===== config.mk =====
export PLATFORM = sky130hd
export DESIGN_NAME = word_serializer
export DESIGN_NICKNAME = d
export VERILOG_FILES = /design/src/rtl/word_serializer.sv
export SDC_FILE = /design/constraint.sdc
export NUM_CORES = 1
export LEC_CHECK = 0
export CORE_MARGIN = 2
export CORE_UTILIZATION = 50
export DETAILED_ROUTE_END_ITERATION = 7
export PLACE_DENSITY = 0.89
export SLEW_MARGIN = 20
export SYNTH_ARGS = -nofsm -noshare
export SYNTH_HDL_FRONTEND = slang
export SYNTH_SLANG_ARGS = --single-unit

===== constraint.sdc =====
create_clock -name clk -period 2.3 [get_ports clk]
set_clock_uncertainty 0.05 [all_clocks]
set_input_delay 0.23 -clock clk [delete_from_list [all_inputs] [get_ports clk]]
set_output_delay 0.23 -clock clk [all_outputs]
set_load 0.01 [all_outputs]

===== src/rtl/word_serializer.sv =====
// word_serializer: parallel-to-serial shifter, LSB first, with hold stall and back-to-back word chaining.
module word_serializer #(
  parameter int WIDTH = 8
) (
  input  logic             clk,
  input  logic             rst_n,
  input  logic [WIDTH-1:0] din,
  input  logic             din_valid,
  output logic             din_ready,
  input  logic             hold,
  output logic             ser_bit,
  output logic             ser_start,
  output logic             word_done,
  output logic             busy
);
  localparam int IW = $clog2(WIDTH);
  localparam logic [0:0] IDLE  = 1'b0;
  localparam logic [0:0] SHIFT = 1'b1;
  logic [0:0]       r_state;
  logic [IW-1:0]    r_idx;
  logic [WIDTH-1:0] r_sr;
  logic             w_last;
  logic             w_accept;
  // r_idx is the index of the bit currently on ser_bit
  assign w_last    = (r_state == SHIFT) && (r_idx == IW'(WIDTH-1));
  assign din_ready = !hold && ((r_state == IDLE) || w_last);
  assign w_accept  = din_valid && din_ready;
  always_ff @(posedge clk or negedge rst_n) begin
    if (!rst_n) begin
      r_state   <= IDLE;
      r_idx     <= '0;
      r_sr      <= '0;
      ser_bit   <= 1'b0;
      ser_start <= 1'b0;
      word_done <= 1'b0;
      busy      <= 1'b0;
    end else if (!hold) begin
      if (w_accept) begin
        r_state   <= SHIFT;
        r_idx     <= '0;
        r_sr      <= din;
        ser_bit   <= din[0];
        ser_start <= 1'b1;
        word_done <= 1'b0;
        busy      <= 1'b1;
      end else if (w_last) begin
        r_state   <= IDLE;
        r_idx     <= '0;
        r_sr      <= '0;
        ser_bit   <= 1'b0;
        ser_start <= 1'b0;
        word_done <= 1'b0;
        busy      <= 1'b0;
      end else if (r_state == SHIFT) begin
        r_idx     <= r_idx + 1'b1;
        r_sr      <= r_sr >> 1;
        ser_bit   <= r_sr[1];
        ser_start <= 1'b0;
        word_done <= (r_idx == IW'(WIDTH-2));
      end
    end
  end
endmodule

==> impl_metrics.csv, run 1 <==
group,metric,value,unit
run_status,status,"complete, no violations",
timing,setup_viol_count_final,0,
power_and_ir_drop,power_density,1062,mW/mm2
worst_setup_path,crit-reg2reg-launch,"r_idx[0]",
yosys,number_of_synthesized_flops_with_an_enable_pin,0,
yosys,synthesis.instances,55,
routing,route.vias.total,506,
worst_setup_path,cp_num_buf_inv,1,
cells_and_area,post_layout_nonfiller_instances,88,
routing,detail_route.vias_per_cell,5.750,
yosys,postSynthRegisterBits,14,
power_and_ir_drop,pwr-share-seq,45.7,%
cells_and_area,number_of_nets_in_the_final_layout,89,
yosys,synth_top_family_by_area,"compound AO/OA/AOI/OAI gates",
die,coreArea,0.001301,mm2
yosys,library_cells_used_by_synthesis,19,
die,chipHeight,41.47,um
yosys,synth_xor_xnor_area_share,0,%
worst_setup_path,critPathMaxFanout,3,
global_route,global_route_wire_length_before_repair,2.139,mm
placement,dp.cells,84,
placement,numPortBuffers,16,
yosys,yosys.area.top_type,"dfrtp_1",
worst_setup_path,crit_slowest_cell,"clkdlybuf4s50_1",
clocking,ctsResizeCount,0,
yosys,syn_area_per_cell,12.76,um2
timing,timing_worst_slew_pin_value,0.5697,ns
clocking,cts_num_sinks,14,
power_and_ir_drop,clock_power_share,18.2,%
worst_setup_path,timing.critical_path.from_type,"flip-flop",
worst_setup_path,timing.critical_path.to_type,"output pin",
routing,route.antenna.remaining_nets,0,
global_route,grt-ovfl-total,0,
hold_path,timing.hold.worst.class,"primary input to asynchronous set/reset pin",
power_and_ir_drop,power_leakage,0.4364,nW
power_and_ir_drop,logic_gate_share_of_total_power,36.2,%
worst_setup_path,setup.worst_path.start,"r_idx[0]",
timing,period_needed,2.147,ns
global_route,grt_pass1_vias,489,
routing,wire_per_inst,14.69,um
routing,drt-initial-drc-count,10,
worst_setup_path,timing_worst_setup_path_type,"flip-flop to output pin",
yosys,yosys-mux-area-fraction,2.852,%
yosys,post_synthesis_sequential_area_ratio,49.91,%
cells_and_area,antennaDiodeCount,0,
yosys,synth-main-ff-cell,"dfrtp_1",
timing,max_freq,0.4657,GHz
worst_setup_path,critical_path.cell_chain,"ha_1 -> ha_1 -> nor2b_2 -> nor2_1 -> clkdlybuf4s50_1",
yosys,synth_fp_nets,70,
clocking,cts_inserted_buffers,3,
placement,gpl.final_weighted_congestion,0.7619,
global_route,antenna_found_initial,0,
power_and_ir_drop,vdd.ir_drop.worst,0.7326,mV
global_route,grt_max_degree,15,
timing,final_max_slew_viol_count,0,
power_and_ir_drop,cell_internal_pwr,0.6443,mW
die,total_i_o_pin_count,17,
yosys,post_synth_most_frequent_cells,"dfrtp_1, a22o_1, a21o_1",
yosys,synth_compound_area_share,25.31,%
clocking,clock_tree.htree_level_count,1,
yosys,synth-async-reset-ratio,100.0,%
clocking,clock_tree_from_tritoncts,"yes",
clocking,post_cts_buffers,0,
power_and_ir_drop,power.switching_fraction,32.20,%
yosys,synth-simple-area-share,12.83,%
yosys,netlist.area_leader.share,49.91,%
yosys,yosys_warnings,0,
worst_setup_path,timing.critical_path.slowest_cell_delay,0.49,ns
power_and_ir_drop,power.net_switching,0.3060,mW
timing,timing.setup.tns,0,ns
worst_setup_path,worst_path_most_repeated_cell,"ha_1",
routing,wirelength,1.293,mm
timing,final_min_period_over_clock_period,93.35,%
die,start_util,53.94,%
placement,place_hpwl,936.9,um
global_route,grtUsageTotal,16.14,%
routing,drc_violation_count_after_routing,0,
die,floorplan.die.width,41.47,um
clocking,cts-root-to-sink-buffers,2,
cells_and_area,layout-area-overhead-vs-synth,27.45,%
yosys,synth.cell_area,701.9,um2
yosys,synthMostInstantiatedCell,"dfrtp_1",
worst_setup_path,cpLargestDelayFamily,"buffers and inverters",
die,die-area,0.001719,mm2
worst_setup_path,worst_ep_arrival_time,1.87,ns
clocking,buffer_cell_driving_the_clock_tree_root,"clkbuf_4",
timing,final-hold-violation-count,0,
clocking,ctsHoldBuffers,0,
worst_setup_path,worst_ep_required_time,2.02,ns
cells_and_area,fillCellCount,94,
power_and_ir_drop,total_power,0.9504,mW
run,drv.max_cap_violation_count,0,
cells_and_area,fraction_of_layout_cells_with_a_size_suffix_above_1,10.96,%
die,rows,13,
timing,rsz0062_at_grt,"false",
yosys,synth_adder_area_share,5.348,%
clocking,clock_latency,0.27,ns
yosys,synth_area_leaders,"dfrtp_1, a22o_1, a21o_1, ha_1, nor3b_4",
routing,drt_pass1_iterations,4,
clocking,clkTransAtPathRegs,0.08,ns
timing,slew-limit-headroom,61.90,%
-- power by group through the flow --
stage,Combinational (mW),Clock [mW],Sequential [mW]
after floorplan,0.222,0,0.427
after global placement,0.336,0,0.427
after detailed placement,0.345,0,0.436
after CTS,0.349,0.176,0.432
after global routing,0.379,0.189,0.448
final,0.344,0.173,0.434
-- cells in the final DEF, fill, tap and decap left out --
| master | instances |
|---|---|
| inv_1 | 1 |
| nor2b_1 | 2 |
| o31ai_1 | 1 |
| mux2i_1 | 2 |
| and2_1 | 1 |
| a32o_1 | 1 |
| nand2b_1 | 1 |
| nor2_1 | 1 |
| clkdlybuf4s50_1 | 16 |
| nand2_1 | 4 |
| ha_1 | 3 |
| a222oi_1 | 2 |
| clkbuf_8 | 1 |
| o21bai_4 | 1 |
| nor3b_4 | 2 |
| a21o_1 | 6 |
| a22o_1 | 7 |
| nor2b_2 | 1 |
| clkbuf_4 | 3 |
| o21ai_0 | 3 |
| dfrtp_1 | 14 |
-- path summary, 6_finish.rpt --
kind                              to  slack, ns  depth (start not counted)
min in group clk           ser_start       0.44                          1
hold / removal              r_idx[1]       0.26                          1
hold reg to reg            ser_start       0.44                          1
setup / recovery           din_ready       0.15                          5
setup reg to reg             r_sr[5]       0.62                          5
max in group asynchronous    r_sr[2]       1.56                          1
-- flip-flops by register name (all words and copies together) (netlist names) --
| signal | count |
|---|---|
| r_idx | 3 |
| word_done | 1 |
| r_sr | 8 |
| r_state | 1 |
| ser_start | 1 |
-- final cells by class --
cell class / instances / area, um2 / area share, %
flip-flops and latches: 14 / 350.3 / 39.16
multi-input cells: 38 / 325.3 / 36.36
repair buffers: 16 / 160.2 / 17.90
clock buffers: 4 / 36.28 / 4.056
well taps: 15 / 18.77 / 2.098
inverters: 1 / 3.754 / 0.4196
-- cell families (layout without fill, tap and decap cells) --
logic type / count (synthesis) / in the layout
buf+inv: 3 / 21
mux: 2 / 2
fa+ha+maj: 3 / 3
compound gates: 21 / 21
flops: 14 / 14
simple gates: 12 / 12
-- routing by layer --
layer / vias to the layer above / track usage [%] / routed length, um
li1: 243 / - / -
met1: 246 / 20.63 / 588
met2: 15 / 26.25 / 631
met3: 2 / 3.043 / 56
met4: 0 / 7.742 / 16
met5: - / 0 / 0
-- stage by stage --
step | hold slack [ns] | instance area [um2] | utilization, % | setup slack [ns]
4_1_cts | 0.2827 | 894.6 | 68.75 | 0.1457
3_5_place_dp | 0.4209 | 858.3 | 65.96 | 0.4513
3_3_place_gp | 0.4119 | 858.3 | 65.96 | 0.4774
6_report | 0.2646 | 894.6 | 68.75 | 0.1529
2_1_floorplan | -0.1156 | 701.9 | - | 0.8011
5_1_grt | 0.3209 | 894.6 | 68.75 | 0.08298
Power figures use the tool's default switching activity.
==> inputs of run 2 (changes only) <==
Settings changed: CORE_MARGIN 2 to not set.
==> impl_metrics.csv, run 2 (synthesis results as in run 1) <==
group,metric,value,unit
worst_setup_path,worst_path_most_repeated_cell,"ha_1",
worst_setup_path,timing.critical_path.to_type,"output pin",
global_route,global_route_wire_length_before_repair,2.049,mm
clocking,clock_latency,0.28,ns
cells_and_area,fraction_of_layout_cells_with_a_size_suffix_above_1,10.96,%
routing,drt-initial-drc-count,10,
clocking,cts_inserted_buffers,3,
global_route,grt_max_degree,15,
timing,final_min_period_over_clock_period,93.66,%
die,die-area,0.001557,mm2
routing,route.vias.total,511,
placement,gpl.final_weighted_congestion,0.7463,
worst_setup_path,crit-reg2reg-launch,"r_idx[0]",
worst_setup_path,setup.worst_path.start,"r_idx[0]",
global_route,grtUsageTotal,20.95,%
global_route,antenna_found_initial,0,
clocking,clock_tree.htree_level_count,1,
worst_setup_path,crit_cells,5,
worst_setup_path,r2r.worst_path.cells,5,
global_route,grt_pass1_vias,475,
clocking,cts_num_sinks,14,
die,start_util,53.94,%
timing,slew-limit-headroom,61.00,%
placement,numPortBuffers,16,
timing,timing_worst_slew_pin_value,0.5831,ns
worst_setup_path,critPathMaxFanout,3,
routing,detail_route.vias_per_cell,5.807,
worst_setup_path,timing_worst_setup_path_type,"flip-flop to output pin",
routing,wirelength,1.245,mm
die,total_i_o_pin_count,17,
die,rows,13,
cells_and_area,layout_commonest_cell,"clkdlybuf4s50_1",
worst_setup_path,timing.critical_path.slowest_cell_delay,0.49,ns
cells_and_area,number_of_nets_in_the_final_layout,89,
cells_and_area,antennaDiodeCount,0,
power_and_ir_drop,total_power,0.9466,mW
power_and_ir_drop,power_density,1058,mW/mm2
die,floorplan.die.width,39.47,um
timing,final_max_slew_viol_count,0,
power_and_ir_drop,power_leakage,0.4364,nW
clocking,buffer_cell_driving_the_clock_tree_root,"clkbuf_4",
cells_and_area,layout-area-overhead-vs-synth,27.45,%
worst_setup_path,timing.critical_path.from_type,"flip-flop",
clocking,clkTransAtPathRegs,0.08,ns
timing,final-hold-violation-count,0,
routing,route.antenna.remaining_nets,0,
hold_path,timing.hold.worst.class,"primary input to asynchronous set/reset pin",
clocking,post_cts_buffers,0,
cells_and_area,postLayoutCoreUtil,68.75,%
worst_setup_path,worst_ep_required_time,2.02,ns
worst_setup_path,cpLargestDelayFamily,"buffers and inverters",
cells_and_area,layout_top_registers,"r_sr x8, r_idx x3",
routing,wire_per_inst,14.15,um
worst_setup_path,worst_ep_arrival_time,1.87,ns
clocking,clock_tree_from_tritoncts,"yes",
routing,drc_violation_count_after_routing,0,
timing,timing.setup.tns,0,ns
cells_and_area,design_area,894.6,um2
clocking,cts-root-to-sink-buffers,2,
placement,placed_cell_area,858.3,um2
clocking,ctsHoldBuffers,0,
cells_and_area,largest-register,"r_sr",
clocking,ctsResizeCount,0,
placement,place_hpwl,872.1,um
worst_setup_path,cp_num_buf_inv,1,
timing,max_freq,0.4642,GHz
routing,drt_pass1_iterations,4,
run_status,status,"complete, no violations",
cells_and_area,max_ffs_per_register,8,
cells_and_area,final_cell_mix,"clkdlybuf4s50_1, dfrtp_1, a22o_1",
worst_setup_path,crit_slowest_cell,"clkdlybuf4s50_1",
die,coreArea,0.001301,mm2
timing,setup_viol_count_final,0,
worst_setup_path,critical_path.cell_chain,"ha_1 -> ha_1 -> nor2b_2 -> nor2_1 -> clkdlybuf4s50_1",
timing,period_needed,2.154,ns
power_and_ir_drop,vdd.ir_drop.worst,0.7219,mV
timing,rsz0062_at_grt,"false",
run,drv.max_cap_violation_count,0,
die,chipHeight,39.47,um
global_route,grt-ovfl-total,0,
run 2: cell counts in the layout (fill, tap and decap cells not counted):
No cell type changed its count.
run 2: power by group:
part           internal (mW)  switching [mW]
registers              0.349          0.0820
clock network         0.0963          0.0744
logic                  0.200           0.145
run 2: per-layer routing:
layer / vias up / GRT usage [%] / part of all wire [%]
met1: 247 / 28.30 / 46
li1: 242 / - / -
met4: 0 / 15.52 / 1.7
met2: 18 / 29.92 / 47
met3: 4 / 3.409 / 5.4
met5: - / 0 / 0
run 2: final timing paths:
path / end / slack, ns
setup / recovery: din_ready / 0.15
hold / removal: word_done / 0.27
setup reg to reg: r_sr[1] / 0.65
hold reg to reg: ser_start / 0.44
max in group asynchronous: r_sr[6] / 1.55
min in group clk: ser_start / 0.44
run 2: layout make-up:
type | count | area, um2
fill | 103 | 406.6
sequential | 14 | 350.3
multi-input combinational | 38 | 325.3
timing repair buffer | 16 | 160.2
clock buffer | 4 | 36.28
tap | 15 | 18.77
inverter | 1 | 3.754
run 2: worst reg2reg max path: cells and delay by family (launching register included):
kind | cells | cell delay [ns]
adders and majority gates | 2 | 0.43
and+or+nand+nor | 1 | 0.41
DFF | 1 | 0.40
AOI/OAI and AO/OA | 2 | 0.28
run 2: stage by stage:
stage	instances	hold slack (ns)	setup slack, ns
floorplan	55	-0.1156	0.8011
global placement	84	0.4130	0.4767
detailed placement	84	0.4195	0.4543
CTS	88	0.2737	0.1321
global route	88	0.3172	0.05124
finish	88	0.2701	0.1459
==> inputs of run 3 (changes only) <==
Settings changed: SKIP_CTS_REPAIR_TIMING set to 1.
==> results of run 3 <==
Final layout, timing and power as in run 2 (identical DEF).
